## src/rtl/merge_arbiter.sv

```systemverilog
// rtl/merge_arbiter.sv - packet-granular round-robin arbiter feeding a one-entry PE merge slot
//
// Ports:
//   clk, rstn       clock, asynchronous active-low reset
//   req_data_i      N flits, port i at [i*`DW +: `DW], type in the top two bits
//   req_valid_i     per-port valid
//   req_ready_o     per-port ready (only the winner / granted port is ever ready)
//   merge_data_o    registered output slot flit
//   merge_valid_o   registered output slot valid
//   merge_ready_i   PE merge port ready
//   grant_o         one-hot locked port, zero while idle
//   err_o           sticky framing error, cleared by err_clr_i (a new error wins)
//   stall_o         locked packet has made no progress for STALL_MAX cycles
//   err_clr_i       clears err_o

`ifndef DW
`define DW 16
`endif
`ifndef HEAD
`define HEAD 2'b01
`endif
`ifndef BODY
`define BODY 2'b10
`endif
`ifndef TAIL
`define TAIL 2'b11
`endif

module merge_arbiter #(
  parameter int N         = 4,
  parameter int STALL_MAX = 64
) (
  input  logic              clk,
  input  logic              rstn,
  input  logic [N*`DW-1:0]  req_data_i,
  input  logic [N-1:0]      req_valid_i,
  output logic [N-1:0]      req_ready_o,
  output logic [`DW-1:0]    merge_data_o,
  output logic              merge_valid_o,
  input  logic              merge_ready_i,
  output logic [N-1:0]      grant_o,
  output logic              err_o,
  output logic              stall_o,
  input  logic              err_clr_i
);

  localparam int DW = `DW;
  localparam int IW = $clog2(N);
  localparam int CW = $clog2(STALL_MAX + 1);

  typedef enum logic {IDLE, LOCKED} state_e;

  state_e        state_q, state_d;
  logic [IW-1:0] gnt_q, gnt_d;
  logic [IW-1:0] rr_ptr_q, rr_ptr_d;
  logic [DW-1:0] merge_data_q, merge_data_d;
  logic          merge_valid_q, merge_valid_d;
  logic [N-1:0]  grant_q, grant_d;
  logic          err_q, err_d;
  logic [CW-1:0] stall_cnt_q, stall_cnt_d;

  logic [DW-1:0] port_flit [N];
  logic [N-1:0]  head_req;
  logic [N-1:0]  stray_req;

  // Per-port flit decode: a HEAD makes a port eligible, a BODY/TAIL seen
  // while idle is a framing error.
  always_comb begin
    head_req  = '0;
    stray_req = '0;
    for (int i = 0; i < N; i++) begin
      port_flit[i] = req_data_i[i*DW +: DW];
      head_req[i]  = req_valid_i[i] && (port_flit[i][DW-1:DW-2] == `HEAD);
      stray_req[i] = req_valid_i[i] && ((port_flit[i][DW-1:DW-2] == `BODY) ||
                                        (port_flit[i][DW-1:DW-2] == `TAIL));
    end
  end

  logic          win_found;
  logic [IW-1:0] win_idx;
  logic [IW:0]   scan_sum;
  logic [IW-1:0] scan_idx;

  // Round-robin scan rr_ptr, rr_ptr+1, ... wrapping modulo N (N need not be
  // a power of two, hence the explicit wrap).
  always_comb begin
    win_found = 1'b0;
    win_idx   = '0;
    scan_sum  = '0;
    scan_idx  = '0;
    for (int k = 0; k < N; k++) begin
      scan_sum = {1'b0, rr_ptr_q} + (IW+1)'(k);
      if (scan_sum >= (IW+1)'(N)) begin
        scan_sum = scan_sum - (IW+1)'(N);
      end
      scan_idx = scan_sum[IW-1:0];
      if (!win_found && head_req[scan_idx]) begin
        win_found = 1'b1;
        win_idx   = scan_idx;
      end
    end
  end

  logic          slot_free;
  logic          xfer;
  logic [DW-1:0] xfer_flit;
  logic          err_set;
  logic [N-1:0]  ready;

  always_comb begin
    slot_free   = !merge_valid_q || merge_ready_i;
    state_d     = state_q;
    gnt_d       = gnt_q;
    rr_ptr_d    = rr_ptr_q;
    grant_d     = grant_q;
    stall_cnt_d = stall_cnt_q;
    ready       = '0;
    xfer        = 1'b0;
    xfer_flit   = '0;
    err_set     = 1'b0;

    case (state_q)
      IDLE: begin
        err_set     = |stray_req;
        stall_cnt_d = '0;
        if (win_found && slot_free) begin
          ready[win_idx]   = 1'b1;
          xfer             = 1'b1;
          xfer_flit        = port_flit[win_idx];
          state_d          = LOCKED;
          gnt_d            = win_idx;
          grant_d          = '0;
          grant_d[win_idx] = 1'b1;
        end
      end
      LOCKED: begin
        ready[gnt_q] = slot_free;
        xfer_flit    = port_flit[gnt_q];
        xfer         = slot_free && req_valid_i[gnt_q];
        if (xfer) begin
          stall_cnt_d = '0;
          // A second HEAD inside a packet is passed through but flagged.
          if (xfer_flit[DW-1:DW-2] == `HEAD) begin
            err_set = 1'b1;
          end
          if (xfer_flit[DW-1:DW-2] == `TAIL) begin
            state_d  = IDLE;
            grant_d  = '0;
            rr_ptr_d = (gnt_q == IW'(N-1)) ? '0 : gnt_q + 1'b1;
          end
        end else if (stall_cnt_q != CW'(STALL_MAX)) begin
          stall_cnt_d = stall_cnt_q + 1'b1;
        end
      end
      default: begin
        state_d = IDLE;
      end
    endcase

    // Output slot: load on transfer, drain when the PE takes it, otherwise
    // hold so the flit stays stable under backpressure.
    merge_data_d  = merge_data_q;
    merge_valid_d = merge_valid_q;
    if (xfer) begin
      merge_data_d  = xfer_flit;
      merge_valid_d = 1'b1;
    end else if (merge_ready_i) begin
      merge_valid_d = 1'b0;
    end

    err_d = err_set || (err_q && !err_clr_i);
  end

  always_ff @(posedge clk or negedge rstn) begin
    if (!rstn) begin
      state_q       <= IDLE;
      gnt_q         <= '0;
      rr_ptr_q      <= '0;
      merge_data_q  <= '0;
      merge_valid_q <= 1'b0;
      grant_q       <= '0;
      err_q         <= 1'b0;
      stall_cnt_q   <= '0;
    end else begin
      state_q       <= state_d;
      gnt_q         <= gnt_d;
      rr_ptr_q      <= rr_ptr_d;
      merge_data_q  <= merge_data_d;
      merge_valid_q <= merge_valid_d;
      grant_q       <= grant_d;
      err_q         <= err_d;
      stall_cnt_q   <= stall_cnt_d;
    end
  end

  assign req_ready_o   = ready;
  assign merge_data_o  = merge_data_q;
  assign merge_valid_o = merge_valid_q;
  assign grant_o       = grant_q;
  assign err_o         = err_q;
  assign stall_o       = (stall_cnt_q == CW'(STALL_MAX));

endmodule

```

## config.mk

```make
export PLATFORM = sky130hd
export DESIGN_NAME = merge_arbiter
export DESIGN_NICKNAME = d
export VERILOG_FILES = /design/src/rtl/merge_arbiter.sv
export SDC_FILE = /design/constraint.sdc
export NUM_CORES = 1
export LEC_CHECK = 0
export ABC_AREA = 1
export CAP_MARGIN = 20
export CORE_ASPECT_RATIO = 1.75
export CORE_MARGIN = 10
export CORE_UTILIZATION = 30
export CTS_CLUSTER_DIAMETER = 60
export CTS_CLUSTER_SIZE = 12
export DETAILED_ROUTE_END_ITERATION = 10
export SYNTH_ARGS = -nofsm -noshare
export SYNTH_HDL_FRONTEND = slang
export SYNTH_SLANG_ARGS = --single-unit
```

## constraint.sdc

```tcl
create_clock -name clk -period 2.05 [get_ports clk]
set_input_delay 0.205 -clock clk [delete_from_list [all_inputs] [get_ports clk]]
set_output_delay 0.205 -clock clk [all_outputs]
set_load 0.01 [all_outputs]
```

Yosys cells after proc, flatten, opt, wreduce, memory -nomap -nowiden
Index checks and enable logic that the tools add are counted.

word-level totals
  register bits after elaboration = 34
  bits in latches = 0
  bits in writable memories = 0
  ROM bits = 0
  input port bits = 72
  output and inout port bits = 27
  word-level logic and storage cells = 142
  memories = 0

operators by class
  $add $sub $neg = 9
  multipliers = 0
  divide/modulo/power cells = 0
  $lt $le $gt $ge = 14
  eq/ne operators = 21
  shift operators = 0
  muxes and demuxes = 54
  bitwise operators = 4
  reduce and logical (&&, ||, !) cells = 32

operator list
  cell                   count
  $mux W16               5
  $bmux W16 S2           2
  $pmux W16 S2           1
  $eq A2 B2 Y1 const B   10
  $lt A2 B3 Y1 const B   6
  $mux W1                18
  $mux W2                9
  $logic_and A1 B1 Y1    16
  $mux W4                4
  $pmux W4 S2            2
  $ge A3 B3 Y1 const B   5
  $mux W7                2
  $pmux W7 S2            1
  $bmux W1 S2            5
  $eq A2 B1 Y1 const B   5
  $sub A2 B1 Y2 const B  4
  $add A7 B1 Y7 const B  1
  $eq A7 B7 Y1 const B   1
  $ne A7 B7 Y1 const B   1
  $add A2 B2 Y3 const B  2
  $logic_or A1 B1 Y1     6
  $not A2 Y3             2
  $pmux W1 S2            3
  $reduce_and A3 Y1      2
  other kinds (14)       21

Longest topological paths before layout
Gate-level depths: netlist of run 1.

  depth after elaboration = 20
  depth in mapped cells = 17

Worst setup path before layout of run 1
OpenSTA, ideal clock, no wires.

  kind = register to output
  from = register rr_ptr_q[0]
  to = output port req_ready_o[2]
  data arrival time = 1.829 ns
  path slack = 0.016 ns
  stages on the path, launching flop included = 13
  path buffers = 2
  cells stage by stage = dfrtp_1 -> buf_4 -> clkinv_4 -> nand2_1 -> nand2_2 -> nand3_2 -> nand2_4 -> and2_4 -> nand4_1 -> nand2_4 -> buf_2 -> nand2_1 -> o21ai_0

on the way
  longest elaborated chain between the ends = 20

RTL lines
  item                                                    line  RTL
  start: declaration                                      55    logic [IW-1:0] rr_ptr_q, rr_ptr_d;
  start signal: assignment                                187   rr_ptr_q <= rr_ptr_d;
  branches (longest 18 deep; another with $add A2 B1 Y3)  n/a
  $mux W4 *                                               126   if (win_found && slot_free) begin
  $pmux W4 S2 *                                           122   case (state_q)
  end: declaration                                        37    output logic [N-1:0] req_ready_o,

Every way passes the cells marked *. The select of a mux whose other input is x is not followed.

Worst setup path after layout of run 1
  from = register rr_ptr_q[0]
  to = output port req_ready_o[3]

Same word-level chain as after synthesis.

==> results of run 1 <==
-- flip-flops by register name, summed over array words and instances, names as in the netlist --
register	count
merge_data_o	16
stall_cnt_q	7
grant_o	4
gnt_q	2
rr_ptr_q	2
err_o	1
merge_valid_o	1
state_q	1
-- layout make-up --
type / count / area share, %
multi-input cells: 431 / 43.66
repair buffers: 162 / 30.74
flip-flops and latches: 34 / 16.31
well taps: 130 / 3.105
inverters: 26 / 2.556
clock buffers: 5 / 2.388
clock inverters: 3 / 0.8598
repair inverters: 1 / 0.3821
-- cells by family (layout without fill, tap and decap cells) --
family | after synthesis | after routing | share of synthesized area, %
buffers and inverters | 57 | 197 | 9.225
AOI/OAI and AO/OA | 91 | 91 | 15.58
and+or+nand+nor | 331 | 331 | 46.43
adders and majority gates | 6 | 6 | 2.268
xor gates and xnor gates | 3 | 3 | 0.7941
DFF | 34 | 34 | 25.71
-- per-layer routing --
metal	global-route usage, %	part of all wire, %
met1	17.78	37
met2	31.79	54
met3	3.863	7.0
met4	5.628	2.6
met5	0	0
-- power groups by stage --
stage               logic (mW)  registers, mW  clock network (mW)
floorplan                 3.90           1.21                   0
global placement          5.69           1.20                   0
detailed placement        5.76           1.21                   0
CTS                       7.06           1.19               0.914
global route              8.24           1.22               0.944
finish                    7.59           1.20               0.901
-- worst paths after layout --
check                                 startpoint          endpoint  cells after the start
worst max-delay path                 rr_ptr_q[0]    req_ready_o[3]                     12
worst min-delay path                        rstn    stall_cnt_q[4]                      2
worst max register to register       rr_ptr_q[0]   merge_data_o[4]                     18
worst min register to register  merge_data_o[15]  merge_data_o[15]                      2
max in group asynchronous                   rstn          gnt_q[0]                      2
min in group clk                merge_data_o[15]  merge_data_o[15]                      2
-- per-stage QoR --
step	hold slack, ps	power, mW	instances	area [µm²]	util, %
floorplan	-90.59	5.113	522	3309	-
global placement	479.8	6.891	762	4586	42.62
detailed placement	469.9	6.962	762	4586	42.62
CTS	376.9	9.167	784	5060	47.02
global route	396.6	10.41	792	5239	48.69
finish	354.9	9.690	792	5239	48.69
-- cell usage in the layout, fill, tap and decap left out, drive strengths merged --
| cell type | instances |
|---|---|
| nand2 | 167 |
| clkbuf | 7 |
| xnor2 | 1 |
| a31oi | 2 |
| o21ai | 46 |
| dfrtp | 34 |
| a21oi | 37 |
| bufinv | 1 |
| nand3 | 24 |
| o32ai | 1 |
| xor2 | 2 |
| a32oi | 1 |
| nor3 | 2 |
| clkinvlp | 3 |
| bufbuf | 1 |
| ha | 6 |
| clkdlybuf4s50 | 88 |
| buf | 65 |
| nor3b | 1 |
| nor4 | 1 |
| a22o | 1 |
| nor2 | 100 |
| o211ai | 1 |
| clkinv | 3 |
| o22ai | 2 |
| and2 | 2 |
| nand4 | 34 |
| dlymetal6s2s | 3 |
| inv | 23 |
| dlygate4sd2 | 3 |
-- timing repair --
action / in CTS / in global routing
gates cloned: 3 / 1
pin swaps: 17 / 13
setup buffers: 12 / 9
gates resized for setup: 62 / 27
setup endpoints to repair: 22 / 25
-- worst max-delay path, stage by stage, from the launching register on --
cell,delay [ps]
dfrtp_2,420
buf_12,150
clkinv_8,60
nand2_4,50
nand2_4,80
nand3_2,100
nand2_4,100
and2_4,160
nand4_1,140
nand2_4,160
clkinv_4,80
o32ai_2,80
buf_2,170
==> metrics.txt, run 1 <==
grt ovf 0; vias per cell 5.282; routed vias 4183; CP endpoint kind output port; max-slew violation count 0; clock-pin slew on the worst setup and hold paths 60 ps; Layout area overhead 58.30%; PwrDens 1850 nW/µm²; initial antenna violation count 0; post-synthesis sequential element count 34; sw frac 48.57%; die area 15800 µm²; Worst IR Drop VDD 1.117 mV; Fill cells 1067; clock share of power 9.3%; Mapped Nets 600; Fmax achieved 0.4486 GHz; min Tclk post-route 2229 ps; Post-CTS Hold Buffers 0; WL per Instance 17.89 µm; Synth Cell Area 3309 µm²; part of the power in combinational logic 78.4%; Max clock buf depth 2; Worst EP arrival 2020 ps; Max Clock Skew 4.929 ps; ys async rst share 100.0%; antenna violation net count after detailed routing 0; CP max FO 8; CP startpoint kind flip-flop; fin nets 739; die height 158.9 µm; Setup-failing EPs final 18; Die Span X 99.40 µm; HPWL Detailed 10010 µm; clk_lat worst skew 290 ps; CTS tree built; Ys Warns 0; dominant cell type by area after synthesis dfrtp_1; synth unique cells 44; register area 854.6 µm²; gpl congestion 0.9553; final hold violations 0; slack of the critical path -179.2 ps; Std-Cell Rows 50; total CTS buffers 5; outcome complete, but fails checks; Worst-Margin Slew 487.9 ps; top post-synthesis cells by area dfrtp_1 (26%), nand2_1 (17%), nor2_1 (10%); WP data required 1850 ps; H-tree levels 2; vias in the first global route 4114; Ports 99; drt total wl 14170 µm; area of the multi-input gates 2287 µm²; P_int 4.984 mW; Total GRT Usage 17.02%; reg-to-reg setup timing slack -90 ps; Reg power frac 12.3%; Top FF cell, synth dfrtp_1; RSZ-0062 raised after global routing true; max-cap violation count 0; worst slack at placement -594.2 ps; post-synth top area share 25.71%; sequential fraction of the synthesis area 25.71%; DRC 0; first-pass GRT wire length 21960 µm; Setup TNS -1679 ps; Syn Area/Cell 6.340 µm²; core area 10760 µm²; DR pass1 iterations 7; Starting Density 30.76%; initial DRC count 354; failing checks negative setup slack; Post-synth EDFFs 0; antenna cells 0; Psw 4.706 mW; critical path class flip-flop to output port; most numerous cell in the Yosys netlist nand2_1; Leak 2.405 nW; largest net degree at the start of global routing 35; layout cells sized above 1 22.81%; synthesized instance count 522; CTS sink cnt 34; Post-synth top cells nand2_1 (151), nor2_1 (91), o21ai_0 (44), dfrtp_1 (34), nand4_1 (32); Port-buffer cells 98; Clock Tree Root clkbuf_16; Final period util 108.7%; Worst slew margin 67.13%; Hold WC Path Type input pin to async pin
Note: power is estimated with default switching activity, not from simulation.
==> run 2, diff against run 1 <==
--- a/config.mk
+++ b/config.mk
@@ -13,6 +13,7 @@
 export CTS_CLUSTER_DIAMETER = 60
 export CTS_CLUSTER_SIZE = 12
 export DETAILED_ROUTE_END_ITERATION = 10
+export GPL_ROUTABILITY_DRIVEN = 0
 export SYNTH_ARGS = -nofsm -noshare
 export SYNTH_HDL_FRONTEND = slang
 export SYNTH_SLANG_ARGS = --single-unit
==> run 2 against run 1 <==
Against the previous run: the flow still finishes with violations (negative setup slack); via count down 1.3%; core utilization decreased by 2.8 points; critical endpoint is now req_ready_o[0]; worst setup slack got worse by 50 ps; first-iteration DRC count is 3.7% higher; power decreased by 14%; largest power group unchanged.
==> metrics.txt, run 2 (synthesis gave the netlist of run 1 again) <==
failing checks negative setup slack; DR pass1 iterations 5 (-2); Layout area overhead 49.30%; register area 852.1 µm² (-0.29%); RSZ-0062 raised after global routing true; Hold WC Path Type input pin to async pin; worst slack at placement -645.1 ps (-50.87 ps); largest net degree at the start of global routing 35 (unchanged); antenna violation net count after detailed routing 0 (unchanged); CP endpoint kind output port; total CTS buffers 5 (unchanged); Fmax achieved 0.4387 GHz (-2.2%); antenna cells 0 (unchanged); WL per Instance 17.30 µm (-3.3%); clk_lat worst skew 280 ps (about the same); hold_ws 352.6 ps (-2.378 ps); CTS tree built; clock-pin slew on the worst setup and hold paths 60 ps (about the same); DRC 0 (unchanged); Clock Tree Root clkbuf_16; Std-Cell Rows 50 (unchanged); vias in the first global route 4119 (+0.12%); reg2reg path depth 13 (-5); Die Span X 99.40 µm (unchanged); PwrDens 1678 nW/µm² (-9.3%); initial antenna violation count 0 (unchanged); min Tclk post-route 2279 ps (+50.18 ps); Cell Count, Final, Fillers Out 776 (-2.0%); initial DRC count 367 (+3.7%); Ports 99 (unchanged); reg-to-reg setup timing slack -170 ps (-80 ps); grt ovf 0 (unchanged); Worst Setup SP rr_ptr_q[0]; die height 158.9 µm (unchanged); final hold violations 0 (unchanged); core area 10760 µm² (unchanged); Starting Density 30.76% (unchanged); max-slew violation count 0 (unchanged); first-pass GRT wire length 21160 µm (-3.6%); fin util 45.92% (-2.8 points); drt total wl 13430 µm (-5.2%); H-tree levels 2 (unchanged); HPWL Detailed 9925 µm (-0.89%); FF-to-FF End merge_data_o[1]; routed vias 4130 (-1.3%); overall power 8.292 mW (-14%); Worst slew margin 65.44% (-1.7 points); area of the multi-input gates 2242 µm² (-2.0%); Worst-Margin Slew 513.0 ps (+25.06 ps); Max Clock Skew 4.879 ps (-0.05029 ps); placed cell areas 4598 µm² (+0.27%); most frequent cells in the layout nand2_1 (143), clkdlybuf4s50_1 (92), nor2_1 (90), o21ai_0 (40), buf_4 (38); outcome complete, but fails checks; design area 4941 µm² (-5.7%); max-cap violation count 0 (unchanged); max FFs per register 16 (unchanged); Setup TNS -2902 ps (-1222 ps); Total GRT Usage 16.26% (-0.76 points); Port-buffer cells 98 (unchanged); Worst EP arrival 2070 ps (+50 ps); layout cells sized above 1 19.97% (-2.8 points); WP data required 1850 ps (about the same); placed cell count 762 (unchanged); Setup-failing EPs final 21 (+3); Fill cells 1112 (+4.2%); fin nets 723 (-2.2%); critical path class flip-flop to output port; slack of the critical path -229.4 ps (-50.18 ps); CP max FO 5 (-3); Post-CTS Hold Buffers 0 (unchanged); FF-to-FF Start rr_ptr_q[0]; Final period util 111.2% (+2.4 points); die area 15800 µm² (unchanged); CTS sink cnt 34 (unchanged); Max clock buf depth 2 (unchanged); Worst IR Drop VDD 0.9740 mV (-13%); vias per cell 5.322 (+0.77%); Leak 2.260 nW (-6.0%); commonest non-fill, non-tap cell in the layout nand2_1; CP startpoint kind flip-flop
## run 2: changes by cell type in the layout (fill, tap and decap cells not counted), sizes merged
cell           change
bufinv             -1
dlygate4sd2        -3
clkbuf             +1
clkinvlp           -2
clkdlybuf4s50      +4
clkinv             +1
dlymetal6s2s       -1
bufbuf             -1
inv                -1
buf               -13
## run 2: how the worst max path moves through the flow
stage	to	cells after the start
final	req_ready_o[0]	13
after global routing	req_ready_o[0]	13
after CTS	req_ready_o[0]	14
after detailed placement	req_ready_o[1]	12
after global placement	req_ready_o[1]	14
after floorplan	req_ready_o[2]	12
## run 2: per-layer routing
layer | vias up | share of wire [%] | global-route usage, %
met2 | 214 | 54 | 29.48
met1 | 1906 | 35 | 17.23
li1 | 1970 | - | -
met5 | - | 0 | 0
met3 | 40 | 7.5 | 3.559
met4 | 0 | 3.5 | 6.937
## run 2: what timing repair did
action,CTS,global route
resized for setup,25,41
buffers inserted,1,4
cloned,0,1
pin swaps,4,13
setup endpoints to repair,21,28
## run 2: final cells by class
class,count,area share (%)
clock buffers,7,2.887
clock inverters,1,0.1013
inverters,26,2.659
multi-input cells,431,45.38
flip-flops and latches,34,17.24
well taps,130,3.292
repair buffers,147,28.44
## run 2: critical path: stages (launching register included)
cell and delay, ps:
dfrtp_2 430, buf_12 150, nand4_1 190, nand3_2 140, nand2_4 70, and2_4 170
nand2_1 50, nand2_1 60, nand2_2 80, nand2_4 80, clkinv_4 60, nand2_2 50
o21ai_2 110, buf_2 140
## run 2: report_power, final
group	total, mW	switching (mW)	leakage, nW	internal (mW)
clock network	0.772	0.290	0.0739	0.482
registers	1.18	0.223	0.412	0.960
logic	6.34	3.77	1.77	2.57
